$ cat config.mk
export PLATFORM = sky130hd
export DESIGN_NAME = mem_port_arbiter_flat
export DESIGN_NICKNAME = d
export VERILOG_FILES = /design/src/rtl/mem_port_arbiter_pkg.sv /design/src/rtl/mem_port_arbiter_if.sv /design/src/rtl/mem_port_arbiter_rr_grant_select.sv /design/src/rtl/mem_port_arbiter.sv /design/src/flat_wrapper.sv
export SDC_FILE = /design/constraint.sdc
export NUM_CORES = 1
export LEC_CHECK = 0
export ABC_AREA = 1
export BUFFER_PORTS_ARGS = -buffer_cell sky130_fd_sc_hd__buf_4
export CAP_MARGIN = 15
export CORE_UTILIZATION = 49
export DETAILED_ROUTE_END_ITERATION = 10
export PLACE_DENSITY = 0.86
export SLEW_MARGIN = 20
export SYNTH_ARGS = -nofsm -noshare
export SYNTH_HDL_FRONTEND = slang
export SYNTH_HIERARCHICAL = 1
export SYNTH_SLANG_ARGS = --single-unit
export TNS_END_PERCENT = 1
$ cat constraint.sdc
create_clock -name clock -period 2.9 [get_ports clock]
set_input_delay 0.435 -clock clock [delete_from_list [all_inputs] [get_ports clock]]
set_output_delay 0.435 -clock clock [all_outputs]
set_load 0.02 [all_outputs]
$ cat src/rtl/mem_port_arbiter_pkg.sv
// ============================================================================
// Package : dijkstra_mem_pkg
// Brief   : Shared types and constants for the Dijkstra accelerator memory port.
// Rev     : 1.0  initial release
// ============================================================================
`default_nettype none

package dijkstra_mem_pkg;

  typedef enum logic [1:0] {
    ARB_IDLE      = 2'd0,
    ARB_ISSUE     = 2'd1,
    ARB_WAIT_RESP = 2'd2,
    ARB_DONE      = 2'd3
  } mem_arb_state_t;

  localparam logic [1:0] MEM_RESP_OKAY   = 2'b00;
  localparam int         MEM_ARB_MAX_REQ = 8;

  function automatic int idx_width(input int n);
    return (n > 1) ? $clog2(n) : 1;
  endfunction

endpackage

`default_nettype wire

$ cat src/rtl/mem_port_arbiter_if.sv
// ============================================================================
// Interface : mem_port_arbiter_if
// Brief     : Requester-side and memory-side bundle of the shared memory port.
// Rev       : 1.0  initial release
// ============================================================================
`default_nettype none

interface mem_port_arbiter_if #(
  parameter int NUM_REQ    = 2,
  parameter int ADDR_WIDTH = 32,
  parameter int DATA_WIDTH = 16
);
  logic [NUM_REQ-1:0]            req_valid;
  logic [NUM_REQ-1:0]            req_write;
  logic [NUM_REQ*ADDR_WIDTH-1:0] req_addr;
  logic [NUM_REQ*DATA_WIDTH-1:0] req_wdata;
  logic [NUM_REQ-1:0]            req_grant;
  logic [NUM_REQ-1:0]            req_done;
  logic                          req_error;
  logic [DATA_WIDTH-1:0]         req_rdata;

  logic [ADDR_WIDTH-1:0]         mem_addr;
  logic                          mem_read_enable;
  logic                          mem_write_enable;
  logic [DATA_WIDTH-1:0]         mem_write_data;
  logic                          wait_request;
  logic                          mem_read_ready;
  logic [DATA_WIDTH-1:0]         mem_read_data;
  logic                          mem_write_ready;
  logic [1:0]                    mem_write_response;

  // Arbiter view
  modport master (
    input  req_valid, req_write, req_addr, req_wdata,
    output req_grant, req_done, req_error, req_rdata,
    output mem_addr, mem_read_enable, mem_write_enable, mem_write_data,
    input  wait_request, mem_read_ready, mem_read_data, mem_write_ready, mem_write_response
  );

  // Requester engines plus memory side
  modport slave (
    output req_valid, req_write, req_addr, req_wdata,
    input  req_grant, req_done, req_error, req_rdata,
    input  mem_addr, mem_read_enable, mem_write_enable, mem_write_data,
    output wait_request, mem_read_ready, mem_read_data, mem_write_ready, mem_write_response
  );
endinterface

`default_nettype wire

$ cat src/rtl/mem_port_arbiter_rr_grant_select.sv
// ============================================================================
// Module : rr_grant_select
// Brief  : Rotate-priority encoder; search starts one past the last winner.
// Rev    : 1.0  initial release
// ============================================================================
`default_nettype none

module rr_grant_select #(
  parameter int NUM_REQ = 2,
  parameter int IDX_W   = 1
) (
  input  logic [NUM_REQ-1:0] req_valid,
  input  logic [IDX_W-1:0]   last_grant,
  output logic [IDX_W-1:0]   winner,
  output logic               any_valid
);

  int w_idx;

  // Walk from the farthest offset back to the nearest so the closest valid wins.
  always_comb begin
    winner    = last_grant;
    any_valid = |req_valid;
    w_idx     = 0;
    for (int off = NUM_REQ; off >= 1; off--) begin
      w_idx = int'(last_grant) + off;
      if (w_idx >= NUM_REQ) w_idx = w_idx - NUM_REQ;
      if (req_valid[w_idx]) winner = IDX_W'(w_idx);
    end
  end

endmodule

`default_nettype wire

$ cat src/rtl/mem_port_arbiter.sv
// ============================================================================
// Module : mem_port_arbiter
// Brief  : Round-robin single-outstanding sequencer for the shared memory port.
//          Optional watchdog timeout enabled by defining MEM_ARB_WATCHDOG_EN.
// Rev    : 1.0  initial release
// ============================================================================
`default_nettype none

module mem_port_arbiter
  import dijkstra_mem_pkg::*;
#(
  parameter int NUM_REQ        = 2,
  parameter int ADDR_WIDTH     = 32,
  parameter int DATA_WIDTH     = 16,
  parameter int TIMEOUT_CYCLES = 255
) (
  input  logic                clock,
  input  logic                reset,
  mem_port_arbiter_if.master  bus
);

  localparam int IDX_W = idx_width(NUM_REQ);

  localparam logic [1:0] c_ST_IDLE      = ARB_IDLE;
  localparam logic [1:0] c_ST_ISSUE     = ARB_ISSUE;
  localparam logic [1:0] c_ST_WAIT_RESP = ARB_WAIT_RESP;
  localparam logic [1:0] c_ST_DONE      = ARB_DONE;

  if (NUM_REQ < 2 || NUM_REQ > MEM_ARB_MAX_REQ ||
      TIMEOUT_CYCLES < 1 || TIMEOUT_CYCLES > 65535) begin : g_param_check
    $error("mem_port_arbiter: parameter out of range");
  end

  logic [1:0]            r_state;
  logic [IDX_W-1:0]      r_last_grant;
  logic [NUM_REQ-1:0]    r_grant;
  logic [NUM_REQ-1:0]    r_done;
  logic                  r_error;
  logic                  r_write;
  logic                  r_rd_en;
  logic                  r_wr_en;
  logic [DATA_WIDTH-1:0] r_rdata;
  logic [ADDR_WIDTH-1:0] r_addr;
  logic [DATA_WIDTH-1:0] r_wdata;

  logic [IDX_W-1:0]      w_winner;
  logic                  w_any_valid;
  logic [NUM_REQ-1:0]    w_winner_onehot;
  logic                  w_timeout;

  rr_grant_select #(
    .NUM_REQ (NUM_REQ),
    .IDX_W   (IDX_W)
  ) u_rr_grant_select (
    .req_valid  (bus.req_valid),
    .last_grant (r_last_grant),
    .winner     (w_winner),
    .any_valid  (w_any_valid)
  );

  assign w_winner_onehot = {{(NUM_REQ-1){1'b0}}, 1'b1} << w_winner;

`ifdef MEM_ARB_WATCHDOG_EN
  localparam int WD_RAW = $clog2(TIMEOUT_CYCLES + 1);
  localparam int WD_W   = (WD_RAW < 8) ? 8 : ((WD_RAW > 16) ? 16 : WD_RAW);

  logic [WD_W-1:0] r_wd_cnt;

  // Held at zero outside ISSUE/WAIT_RESP, so it starts from zero on ISSUE entry.
  always_ff @(posedge clock) begin
    if (reset) begin
      r_wd_cnt <= '0;
    end else if (r_state == c_ST_ISSUE || r_state == c_ST_WAIT_RESP) begin
      r_wd_cnt <= r_wd_cnt + 1'b1;
    end else begin
      r_wd_cnt <= '0;
    end
  end

  assign w_timeout = (r_wd_cnt == WD_W'(TIMEOUT_CYCLES - 1));
`else
  assign w_timeout = 1'b0;
`endif

  always_ff @(posedge clock) begin
    if (reset) begin
      r_state      <= c_ST_IDLE;
      r_last_grant <= IDX_W'(NUM_REQ - 1);
      r_grant      <= '0;
      r_done       <= '0;
      r_error      <= 1'b0;
      r_write      <= 1'b0;
      r_rd_en      <= 1'b0;
      r_wr_en      <= 1'b0;
      r_rdata      <= '0;
      r_addr       <= '0;
      r_wdata      <= '0;
    end else begin
      r_done <= '0;
      case (r_state)
        c_ST_IDLE: begin
          if (w_any_valid) begin
            r_last_grant <= w_winner;
            r_grant      <= w_winner_onehot;
            r_write      <= bus.req_write[w_winner];
            r_addr       <= bus.req_addr[int'(w_winner)*ADDR_WIDTH +: ADDR_WIDTH];
            r_wdata      <= bus.req_wdata[int'(w_winner)*DATA_WIDTH +: DATA_WIDTH];
            r_rd_en      <= ~bus.req_write[w_winner];
            r_wr_en      <= bus.req_write[w_winner];
            r_error      <= 1'b0;
            r_state      <= c_ST_ISSUE;
          end
        end
        c_ST_ISSUE: begin
          // A timeout wins even over a same-cycle acceptance: the owner gets an error.
          if (w_timeout) begin
            r_rd_en <= 1'b0;
            r_wr_en <= 1'b0;
            r_error <= 1'b1;
            r_done  <= r_grant;
            r_state <= c_ST_DONE;
          end else if (!bus.wait_request) begin
            r_rd_en <= 1'b0;
            r_wr_en <= 1'b0;
            r_state <= c_ST_WAIT_RESP;
          end
        end
        c_ST_WAIT_RESP: begin
          if (!r_write && bus.mem_read_ready) begin
            r_rdata <= bus.mem_read_data;
            r_error <= 1'b0;
            r_done  <= r_grant;
            r_state <= c_ST_DONE;
          end else if (r_write && bus.mem_write_ready) begin
            r_error <= (bus.mem_write_response != MEM_RESP_OKAY);
            r_done  <= r_grant;
            r_state <= c_ST_DONE;
          end else if (w_timeout) begin
            r_error <= 1'b1;
            r_done  <= r_grant;
            r_state <= c_ST_DONE;
          end
        end
        c_ST_DONE: begin
          r_grant <= '0;
          r_error <= 1'b0;
          r_state <= c_ST_IDLE;
        end
        default: r_state <= c_ST_IDLE;
      endcase
    end
  end

  assign bus.req_grant        = r_grant;
  assign bus.req_done         = r_done;
  assign bus.req_error        = r_error;
  assign bus.req_rdata        = r_rdata;
  assign bus.mem_addr         = r_addr;
  assign bus.mem_read_enable  = r_rd_en;
  assign bus.mem_write_enable = r_wr_en;
  assign bus.mem_write_data   = r_wdata;

endmodule

`default_nettype wire

$ cat src/flat_wrapper.sv
// flat-port wrapper written by rule: the top's interface ports become plain ports
module mem_port_arbiter_flat import dijkstra_mem_pkg::*;
#(
  parameter int NUM_REQ        = 2,
  parameter int ADDR_WIDTH     = 32,
  parameter int DATA_WIDTH     = 16,
  parameter int TIMEOUT_CYCLES = 255
)
  (clock, reset, bus_req_valid, bus_req_write, bus_req_addr, bus_req_wdata, bus_req_grant, bus_req_done, bus_req_error, bus_req_rdata, bus_mem_addr, bus_mem_read_enable, bus_mem_write_enable, bus_mem_write_data, bus_wait_request, bus_mem_read_ready, bus_mem_read_data, bus_mem_write_ready, bus_mem_write_response);
  mem_port_arbiter_if #(.NUM_REQ(NUM_REQ), .ADDR_WIDTH(ADDR_WIDTH), .DATA_WIDTH(DATA_WIDTH)) bus_i ();
  input  logic clock;
  input  logic reset;
  input wire logic [$bits(bus_i.req_valid)-1:0] bus_req_valid;
  input wire logic [$bits(bus_i.req_write)-1:0] bus_req_write;
  input wire logic [$bits(bus_i.req_addr)-1:0] bus_req_addr;
  input wire logic [$bits(bus_i.req_wdata)-1:0] bus_req_wdata;
  output wire logic [$bits(bus_i.req_grant)-1:0] bus_req_grant;
  output wire logic [$bits(bus_i.req_done)-1:0] bus_req_done;
  output wire logic [$bits(bus_i.req_error)-1:0] bus_req_error;
  output wire logic [$bits(bus_i.req_rdata)-1:0] bus_req_rdata;
  output wire logic [$bits(bus_i.mem_addr)-1:0] bus_mem_addr;
  output wire logic [$bits(bus_i.mem_read_enable)-1:0] bus_mem_read_enable;
  output wire logic [$bits(bus_i.mem_write_enable)-1:0] bus_mem_write_enable;
  output wire logic [$bits(bus_i.mem_write_data)-1:0] bus_mem_write_data;
  input wire logic [$bits(bus_i.wait_request)-1:0] bus_wait_request;
  input wire logic [$bits(bus_i.mem_read_ready)-1:0] bus_mem_read_ready;
  input wire logic [$bits(bus_i.mem_read_data)-1:0] bus_mem_read_data;
  input wire logic [$bits(bus_i.mem_write_ready)-1:0] bus_mem_write_ready;
  input wire logic [$bits(bus_i.mem_write_response)-1:0] bus_mem_write_response;
  assign bus_i.req_valid = bus_req_valid;
  assign bus_i.req_write = bus_req_write;
  assign bus_i.req_addr = bus_req_addr;
  assign bus_i.req_wdata = bus_req_wdata;
  assign bus_req_grant = bus_i.req_grant;
  assign bus_req_done = bus_i.req_done;
  assign bus_req_error = bus_i.req_error;
  assign bus_req_rdata = bus_i.req_rdata;
  assign bus_mem_addr = bus_i.mem_addr;
  assign bus_mem_read_enable = bus_i.mem_read_enable;
  assign bus_mem_write_enable = bus_i.mem_write_enable;
  assign bus_mem_write_data = bus_i.mem_write_data;
  assign bus_i.wait_request = bus_wait_request;
  assign bus_i.mem_read_ready = bus_mem_read_ready;
  assign bus_i.mem_read_data = bus_mem_read_data;
  assign bus_i.mem_write_ready = bus_mem_write_ready;
  assign bus_i.mem_write_response = bus_mem_write_response;
  mem_port_arbiter #(.NUM_REQ(NUM_REQ), .ADDR_WIDTH(ADDR_WIDTH), .DATA_WIDTH(DATA_WIDTH), .TIMEOUT_CYCLES(TIMEOUT_CYCLES)) u_core (.clock(clock), .reset(reset), .bus(bus_i));
endmodule
Yosys cells after proc, flatten, opt, wreduce, memory -nomap -nowiden
Cells that the tools add are included.
- bits in registers: 75
- bits of input ports: 123
- output and inout port bits: 71
- word-level logic and storage cells: 77
- $add $sub $neg: 4
- $lt $le $gt $ge: 5
- equal/unequal tests: 6
- shift operators: 3
- mux-type cells: 30
- bitwise logic cells: 3
- reductions and logical operators: 15
- operators with widths (operator ; number):
    32-bit by 3-bit less-than comparator with 1-bit output (second input constant) ; 2
    32-bit 2-to-1 mux ; 2
    64-bit by 7-bit variable part select with 32-bit output ; 1
    32-bit by 6-bit variable part select with 16-bit output ; 1
    1-bit 2-to-1 mux ; 16
    2-bit 2-to-1 mux ; 7
    3-bit AND reduction ; 3
    2-bit case mux with 4 select lines ; 1
    2-bit AND reduction ; 3
    2-bit nonzero test ; 3
    2-bit equality test (second input constant) ; 2
    2-bit inequality test (second input constant) ; 2
    1-bit case mux with 2 select lines ; 2
    2-bit case mux with 2 select lines ; 1
    2-bit OR reduction ; 2
    3-bit by 2-bit subtractor with 4-bit output (second input constant) ; 1
    1-bit by 2-bit adder with 3-bit output (second input constant) ; 1
    3-bit by 2-bit greater-or-equal comparator with 1-bit output (second input constant) ; 1
    3-bit by 1-bit inequality test with 1-bit output (second input constant) ; 1
    1-bit inverter ; 3
    1-bit case mux with 3 select lines ; 1
    2-bit by 2-bit subtractor with 3-bit output (second input constant) ; 1
    1-bit by 1-bit adder with 2-bit output (second input constant) ; 1
    2-bit by 1-bit equality test with 1-bit output (second input constant) ; 1
    other kinds (6) ; 7

Depth between registers and ports, before layout
Gate-level depths: netlist of the first run.
- depth after elaboration: 13
- mapped depth: 10
- gate-level depth less buffers: 8

Modules after synthesis
The synthesis of the first run kept the hierarchy.
- by module, submodules not included (module ; instances ; cells each ; area an instance (um^2) ; sequential area each (um^2)):
    mem_port_arbiter ; 1 ; 467 ; 3603.5 ; 1501.4
    rr_grant_select ; 1 ; 6 ; 25.0 ; 0.0

Worst setup path before layout of the first run
OpenSTA, ideal clock, no wires.
- kind: input to register
- from: in bus_req_valid[0]
- to: reg u_core.r_addr[0], in the netlist u_core/bus.mem_addr[0]
- library setup time: 0.114 ns
- arrival: 1.272 ns
- required time: 2.786 ns
- setup slack: 1.514 ns
- stages: 7
- path buffers: 2
- cell sequence: or2_1 nand2_2 inv_4 buf_8 buf_8 o211ai_2 inv_1
- cells in the longest elaborated chain, start to end: 6
- elaborated cells on any way between the ends: 11
- classes of those cells: shift (1); mux (8); reduce/logical (2)
- ends and longest elaborated chain (item ; RTL line ; RTL):
    start, declared ; flat_wrapper.sv:13 ; input wire logic [$bits(bus_i.req_valid)-1:0] bus_req_valid;
    1-bit 2-to-1 mux (not written as such) (3 in series) ; mem_port_arbiter_rr_grant_select.sv:28 ; if (req_valid[w_idx]) winner = IDX_W'(w_idx);
    1-bit 2-to-1 mux (2 in series) ; mem_port_arbiter_rr_grant_select.sv:28 ;
    64-bit by 7-bit variable part select with 32-bit output ; mem_port_arbiter.sv:106 ; r_addr <= bus.req_addr[int'(w_winner)*ADDR_WIDTH +: ADDR_WIDTH];
    end signal, assigned ; mem_port_arbiter.sv:106 ;
    end, declared ; mem_port_arbiter.sv:43 ; logic [ADDR_WIDTH-1:0] r_addr;
Parallel ways exist; a longest one is shown, timed or not. The select of a mux whose other input is x is not followed.
A chain may end at the register's enable or synchronous reset.

Worst setup path in the final report of the first run
- from: reg u_core.r_state[0]
- to: reg u_core.r_addr[4], in the netlist u_core/bus.mem_addr[4]
- cells in the longest elaborated chain, start to end: 2
- ends and longest elaborated chain (item ; RTL line ; RTL):
    start, declared ; mem_port_arbiter.sv:34 ; logic [1:0] r_state;
    start signal, assigned ; mem_port_arbiter.sv:87 ; r_state <= c_ST_IDLE;
    start signal, assigned ; mem_port_arbiter.sv:111 ; r_state <= c_ST_ISSUE;
    start signal, assigned ; mem_port_arbiter.sv:121 ; r_state <= c_ST_DONE;
    2-bit zero test ; mem_port_arbiter.sv:100 ; case (r_state)
    2-bit AND reduction (no source line) ; - ;
Every way passes these cells.

==> results.py, run 1 <==
metrics = {
    "grt": {
        "grt_overflow_total": 0,
        "grt_pass1_wl_um": 15440,
        "grt_pass1_vias": 3404,
        "antenna_found_initial": 0,
        "grt_max_degree": 99,
        "groute.usage.overall": 0.2547,
    },
    "worst_setup_path": {
        "reg2reg_from": "u_core/r_state[0]",
        "end_kind": "flop",
        "critPathKind": "flop to flop",
        "reg2reg_to": "u_core/bus.mem_addr[4]",
        "cp_max_fo": 98,
        "critPathArrivalTime_ns": 2.30,
        "rrSetupSlack_ns": 0.83,
        "worstRegToRegCells": 7,
        "cp.required_ns": 3.13,
        "cp-start-kind": "flop",
    },
    "power": {
        "p_leak_nw": 2.767,
        "power_density_nw_per_um2": 924.6,
        "ir_drop_uv": 762.6,
    },
    "detailed_routing": {
        "dr_total_vias": 3774,
        "drc_errors": 0,
        "drt_iter0_drc": 175,
        "wl_um": 10190,
        "firstDrtPassIters": 5,
        "wl_per_cell_um": 13.53,
        "ant_nets": 0,
        "viasPerCell": 5.012,
    },
    "synth": {
        "synth_cell_type_count": 28,
        "syn_nets": 601,
        "synth.area.top_cells": "dfxtp_1, nand2_1, nand3_1",
        "ys_seq_area_frac": 0.4138,
        "synth_area_um2": 3628,
        "synth-warning-count": 6,
        "syn_avg_cell_area_um2": 7.671,
        "netlist_instances": 473,
        "synth_top_area_cell": "dfxtp_1",
        "ys_seq_elements": 75,
        "netlist.area_leader.share": 0.4138,
    },
    "worst_hold_path": {
        "holdPathStages": 3,
        "hold_start": "bus_mem_read_data[6]",
        "hold_path.class": "input port to flop",
        "hold_path_end": "u_core/bus.req_rdata[6]",
    },
    "clocking": {
        "postCtsSetupRepairBufs": 0,
        "htreeDepth": 3,
        "root_buffer": "clkbuf_8",
        "clock-sinks": 75,
        "cts_tree": "done",
        "ctsHoldBuffers": 0,
        "clk_path_buf_depth": 2,
        "numCtsBuffers": 9,
        "post_cts_resized": 0,
        "worstSkewPairLatency_ns": 0.35,
        "clk_pin_slew_ns": 0.09,
    },
    "cells_and_area": {
        "syn2layout_area_growth_pct": 43.62,
        "antenna_cells": 0,
        "nets": 777,
        "fillers": 590,
        "layout-drive-gt1-share": 0.3761,
        "stdcell_area_um2": 5211,
    },
    "floorplanning": {
        "ios": 194,
        "initial_core_util": 0.5029,
        "dieArea_um2": 7753,
        "core_um2": 7214,
        "rows": 31,
        "die_height_um": 88.05,
        "die_x_um": 88.05,
    },
    "sta": {
        "fmax_ghz": 0.4842,
        "tightest_slew_ns": 0.9791,
        "relSlewSlack": 0.3473,
        "min_period_over_period": 0.7122,
        "skew_ns": 0.009760,
        "min_period_ns": 2.065,
        "setup_viol": 0,
        "fin_hold_ws_ns": 0.3588,
        "hold_viol": 0,
        "tns_ns": 0,
        "report.final.slew_viol_count": 0,
        "rsz0062_at_grt": "false",
    },
    "place": {
        "place_hpwl_um": 7289,
        "port_buffers": 193,
        "gp_congestion": 0.8941,
        "dpl_cell_area_um2": 4986,
    },
    "job": {
        "cap_violations": 0,
    },
    "run_status": {
        "status": "complete, no violations",
    },
}
-- stage by stage --
stage                       util  total power, mW  setup slack (ns)  instances
after floorplan                -            3.259             1.514        473
after global placement    0.6911            3.842            0.8451        737
after detailed placement  0.6911            3.919            0.7393        737
after CTS                 0.7223            4.831            0.8560        753
after global routing      0.7223            5.127            0.6479        753
final                     0.7223            4.818            0.8346        753
-- final cells by class --
class                      count  area, um^2  share of cell area
multi-input combinational    301        1633              0.3133
sequential                    75        1501              0.2881
timing repair buffer         197        1479              0.2838
inverter                      65       249.0             0.04778
clock buffer                   9       123.9             0.02377
tap                           99       123.9             0.02377
clock inverter                 7       101.3             0.01945
-- worst max-delay path by stage --
stage	startpoint	endpoint	slack, ns	cells past startpoint
after floorplan	bus_req_valid[0]	u_core/bus.mem_addr[0]	1.51	7
after CTS	u_core/r_state[0]	u_core/bus.mem_addr[4]	0.86	7
final	u_core/r_state[0]	u_core/bus.mem_addr[4]	0.83	7
after detailed placement	bus_req_valid[1]	u_core/bus.mem_addr[17]	0.74	8
after global routing	u_core/r_last_grant	u_core/bus.mem_addr[9]	0.65	8
after global placement	bus_req_valid[1]	u_core/bus.mem_write_data[9]	0.85	8
-- power breakdown --
part	switching, mW	internal [mW]	total (mW)
clock	0.413	0.490	0.903
sequential	0.199	1.35	1.55
combinational	1.46	0.907	2.37
total	2.07	2.75	4.82
-- state kept, by name, indices dropped and copies added (netlist names), 2 cells and up --
name	count
u_core/bus.mem_write_data	16
u_core/bus.mem_addr	32
u_core/bus.req_grant	2
u_core/r_state	2
u_core/bus.req_done	2
u_core/bus.req_rdata	16
-- synthesized netlist by cell type --
| master | number |
|---|---|
| clkbuf_1 | 3 |
| dfxtp_1 | 75 |
| o21ai_2 | 1 |
| nand4_1 | 1 |
| buf_2 | 10 |
| a21boi_0 | 1 |
| a21oi_2 | 2 |
| buf_4 | 9 |
| o211ai_2 | 20 |
| nand3_1 | 70 |
| buf_1 | 1 |
| a21oi_1 | 21 |
| nor3b_1 | 2 |
| nor2_1 | 7 |
| ha_1 | 5 |
| buf_8 | 3 |
| inv_2 | 3 |
| clkbuf_8 | 1 |
| inv_4 | 2 |
| inv_1 | 60 |
| nand2_4 | 2 |
| o21ai_0 | 1 |
| buf_6 | 5 |
| nand2_2 | 2 |
| or2_1 | 1 |
| o211a_1 | 1 |
| o211ai_1 | 29 |
| nand2_1 | 135 |
-- placed cells by master, fill, tap and decap left out, types with 3 or more instances in the layout --
cell type and count:
a21oi_1 21, buf_4 197, clkbuf_8 9, dfxtp_1 75
ha_1 5, inv_1 60, inv_2 3, nand2_1 134
nand2_2 3, nand3_1 70, nor2_1 7, o211ai_1 29
o211ai_2 20
-- routing by layer --
layer  GRT usage  up-vias  wire length [um]
li1            -     1886                 -
met1      0.3015     1732              4056
met2      0.4545      138              5286
met3     0.03582       18               621
met4      0.1188        0               224
met5           0        -                 0
-- cells by family (layout without fill, tap and decap cells) --
family,after synthesis,count (layout),share of synthesized area
compound gates,76,76,0.1714
fa+ha+maj,5,5,0.01724
buf+inv,97,278,0.1369
flops,75,75,0.4138
simple gates,220,220,0.2607
-- critical path, stage by stage, from the launching register on --
cell	delay [ns]
dfxtp_1	0.34
inv_1	0.14
ha_1	0.21
nand2_2	0.10
inv_4	0.72
nand3_1	0.24
o211ai_2	0.13
inv_1	0.05
No activity file was read; power rests on OpenSTA's default activity.
==> run 2, diff against run 1 <==
CORE_UTILIZATION = 45   (was 49)
PLACE_DENSITY = 0.8   (was 0.86)
clock period = 2.1 ns   (was 2.9 ns; I/O delays follow)
==> results.py, run 2 (synthesis results as in run 1) <==
metrics = {
    "worst_setup_path": {
        "critPathArrivalTime_ns": 1.86,
        "reg2reg_to": "u_core/bus.mem_addr[4]",
        "critPathMaxStageDelay_ns": 0.33,
        "reg2reg_from": "u_core/r_state[1]",
        "critPathKind": "flop to flop",
        "crit_slowest_cell": "dfxtp_1",
        "cp.required_ns": 2.32,
        "crit_start": "u_core/r_state[1]",
        "endpoint": "u_core/bus.mem_addr[4]",
        "cp-start-kind": "flop",
        "cp_common_cell": "inv_1",
        "rrSetupSlack_ns": 0.46,
        "cp_max_fo": 36,
        "end_kind": "flop",
        "worstRegToRegCells": 8,
        "crit_path_cell_trace": "inv_1, ha_1, nand2_2, inv_4, buf_12, nand3_1, o211ai_2, inv_1",
    },
    "place": {
        "port_buffers": 193,
        "dp.cells": 743,
        "post-place-ws_ns": 0.4813,
        "place_hpwl_um": 7547,
        "gp_congestion": 0.8577,
    },
    "clocking": {
        "clk_pin_slew_ns": 0.08,
        "post_cts_resized": 0,
        "htreeDepth": 3,
        "cts_tree": "done",
        "postCtsSetupRepairBufs": 0,
        "root_buffer": "clkbuf_8",
        "ctsHoldBuffers": 0,
        "clk_path_buf_depth": 2,
        "clock-sinks": 75,
        "numCtsBuffers": 9,
        "worstSkewPairLatency_ns": 0.33,
    },
    "sta": {
        "relSlewSlack": 0.7561,
        "min_period_ns": 1.637,
        "timing.final.ws_setup_ns": 0.4626,
        "tns_ns": 0,
        "report.final.slew_viol_count": 0,
        "min_period_over_period": 0.7797,
        "rsz0062_at_grt": "false",
        "skew_ns": 0.009463,
        "fmax_ghz": 0.6107,
        "hold_viol": 0,
        "tightest_slew_ns": 0.3653,
        "setup_viol": 0,
    },
    "cells_and_area": {
        "final_cell_mix": "buf_4, nand2_1, dfxtp_1",
        "syn2layout_area_growth_pct": 46.14,
        "layout-drive-gt1-share": 0.3790,
        "nets": 780,
        "fillers": 662,
        "layout.cells.non_filler": 759,
        "seq_area_um2": 1501,
        "largest_reg_flops": 32,
        "multiInputGateArea_um2": 1633,
        "layout_commonest_cell": "buf_4",
        "antenna_cells": 0,
    },
    "run_status": {
        "status": "complete, no violations",
    },
    "detailed_routing": {
        "drc_errors": 0,
        "wl_per_cell_um": 13.22,
        "viasPerCell": 4.974,
        "firstDrtPassIters": 5,
        "drt_iter0_drc": 172,
        "wl_um": 10030,
        "ant_nets": 0,
        "dr_total_vias": 3775,
    },
    "floorplanning": {
        "ios": 194,
        "core_um2": 7767,
        "initial_core_util": 0.4671,
        "die_x_um": 91.80,
        "dieArea_um2": 8426,
        "die_height_um": 91.80,
        "rows": 32,
    },
    "job": {
        "cap_violations": 0,
    },
    "grt": {
        "groute.usage.overall": 0.2342,
        "grt_overflow_total": 0,
        "grt_max_degree": 38,
        "grt_pass1_vias": 3490,
        "grt_pass1_wl_um": 15860,
        "antenna_found_initial": 0,
    },
    "worst_hold_path": {
        "hold_path.class": "input port to flop",
        "holdPathStages": 3,
        "hold_start": "bus_mem_read_data[13]",
    },
    "power": {
        "power_density_nw_per_um2": 1288,
        "p_leak_nw": 2.813,
        "ir_drop_uv": 702.1,
    },
}
## run 2: metrics by stage
| stage | utilization | power [mW] | hold slack (ns) | cell area (um^2) |
|---|---|---|---|---|
| 2_1_floorplan | - | 4.500 | 0.4681 | 3628 |
| 6_report | 0.6827 | 6.827 | 0.2544 | 5303 |
| 5_1_grt | 0.6827 | 7.279 | 0.2452 | 5303 |
| 4_1_cts | 0.6827 | 6.884 | 0.2294 | 5303 |
| 3_5_place_dp | 0.6517 | 5.547 | 0.4539 | 5062 |
| 3_3_place_gp | 0.6517 | 5.451 | 0.4499 | 5062 |
## run 2: power breakdown
group	internal [mW]	switching, mW	leakage, nW	total, mW
sequential	1.87	0.275	0.618	2.14
clock	0.787	0.534	0.119	1.32
combinational	1.36	2.01	2.08	3.36
total	4.01	2.82	2.81	6.83
## run 2: worst min-delay path by stage
stage                     slack [ns]                     endpoint
after floorplan                 0.47          u_core/r_last_grant
after global placement          0.45      u_core/bus.req_rdata[9]
after detailed placement        0.45  u_core/bus.mem_write_enable
after CTS                       0.23      u_core/bus.req_rdata[8]
after global routing            0.25      u_core/bus.req_rdata[8]
final                           0.25     u_core/bus.req_rdata[13]
## run 2: cell type report
cell class	count	area share
Clock buffer	9	0.02336
Tap cell	102	0.02407
Sequential cell	75	0.2832
Clock inverter	7	0.02194
Multi-Input combinational cell	301	0.3079
Inverter	65	0.04696
Timing Repair Buffer	200	0.2926
## run 2: per-layer routing
metal  global-route usage  vias up  wire (um)
met5                    0        -          0
li1                     -     1899          -
met2               0.4066      139       4974
met3              0.03648       24        594
met1               0.2785     1713       4142
met4               0.1224        0        322
## run 2: critical path, delay by kind of cell, from the launching register on
kind / cells / cell delay (ns)
DFF: 1 / 0.33
adders and majority gates: 1 / 0.20
AOI/OAI and AO/OA: 1 / 0.08
buffers and inverters: 4 / 0.68
and+or+nand+nor: 2 / 0.21
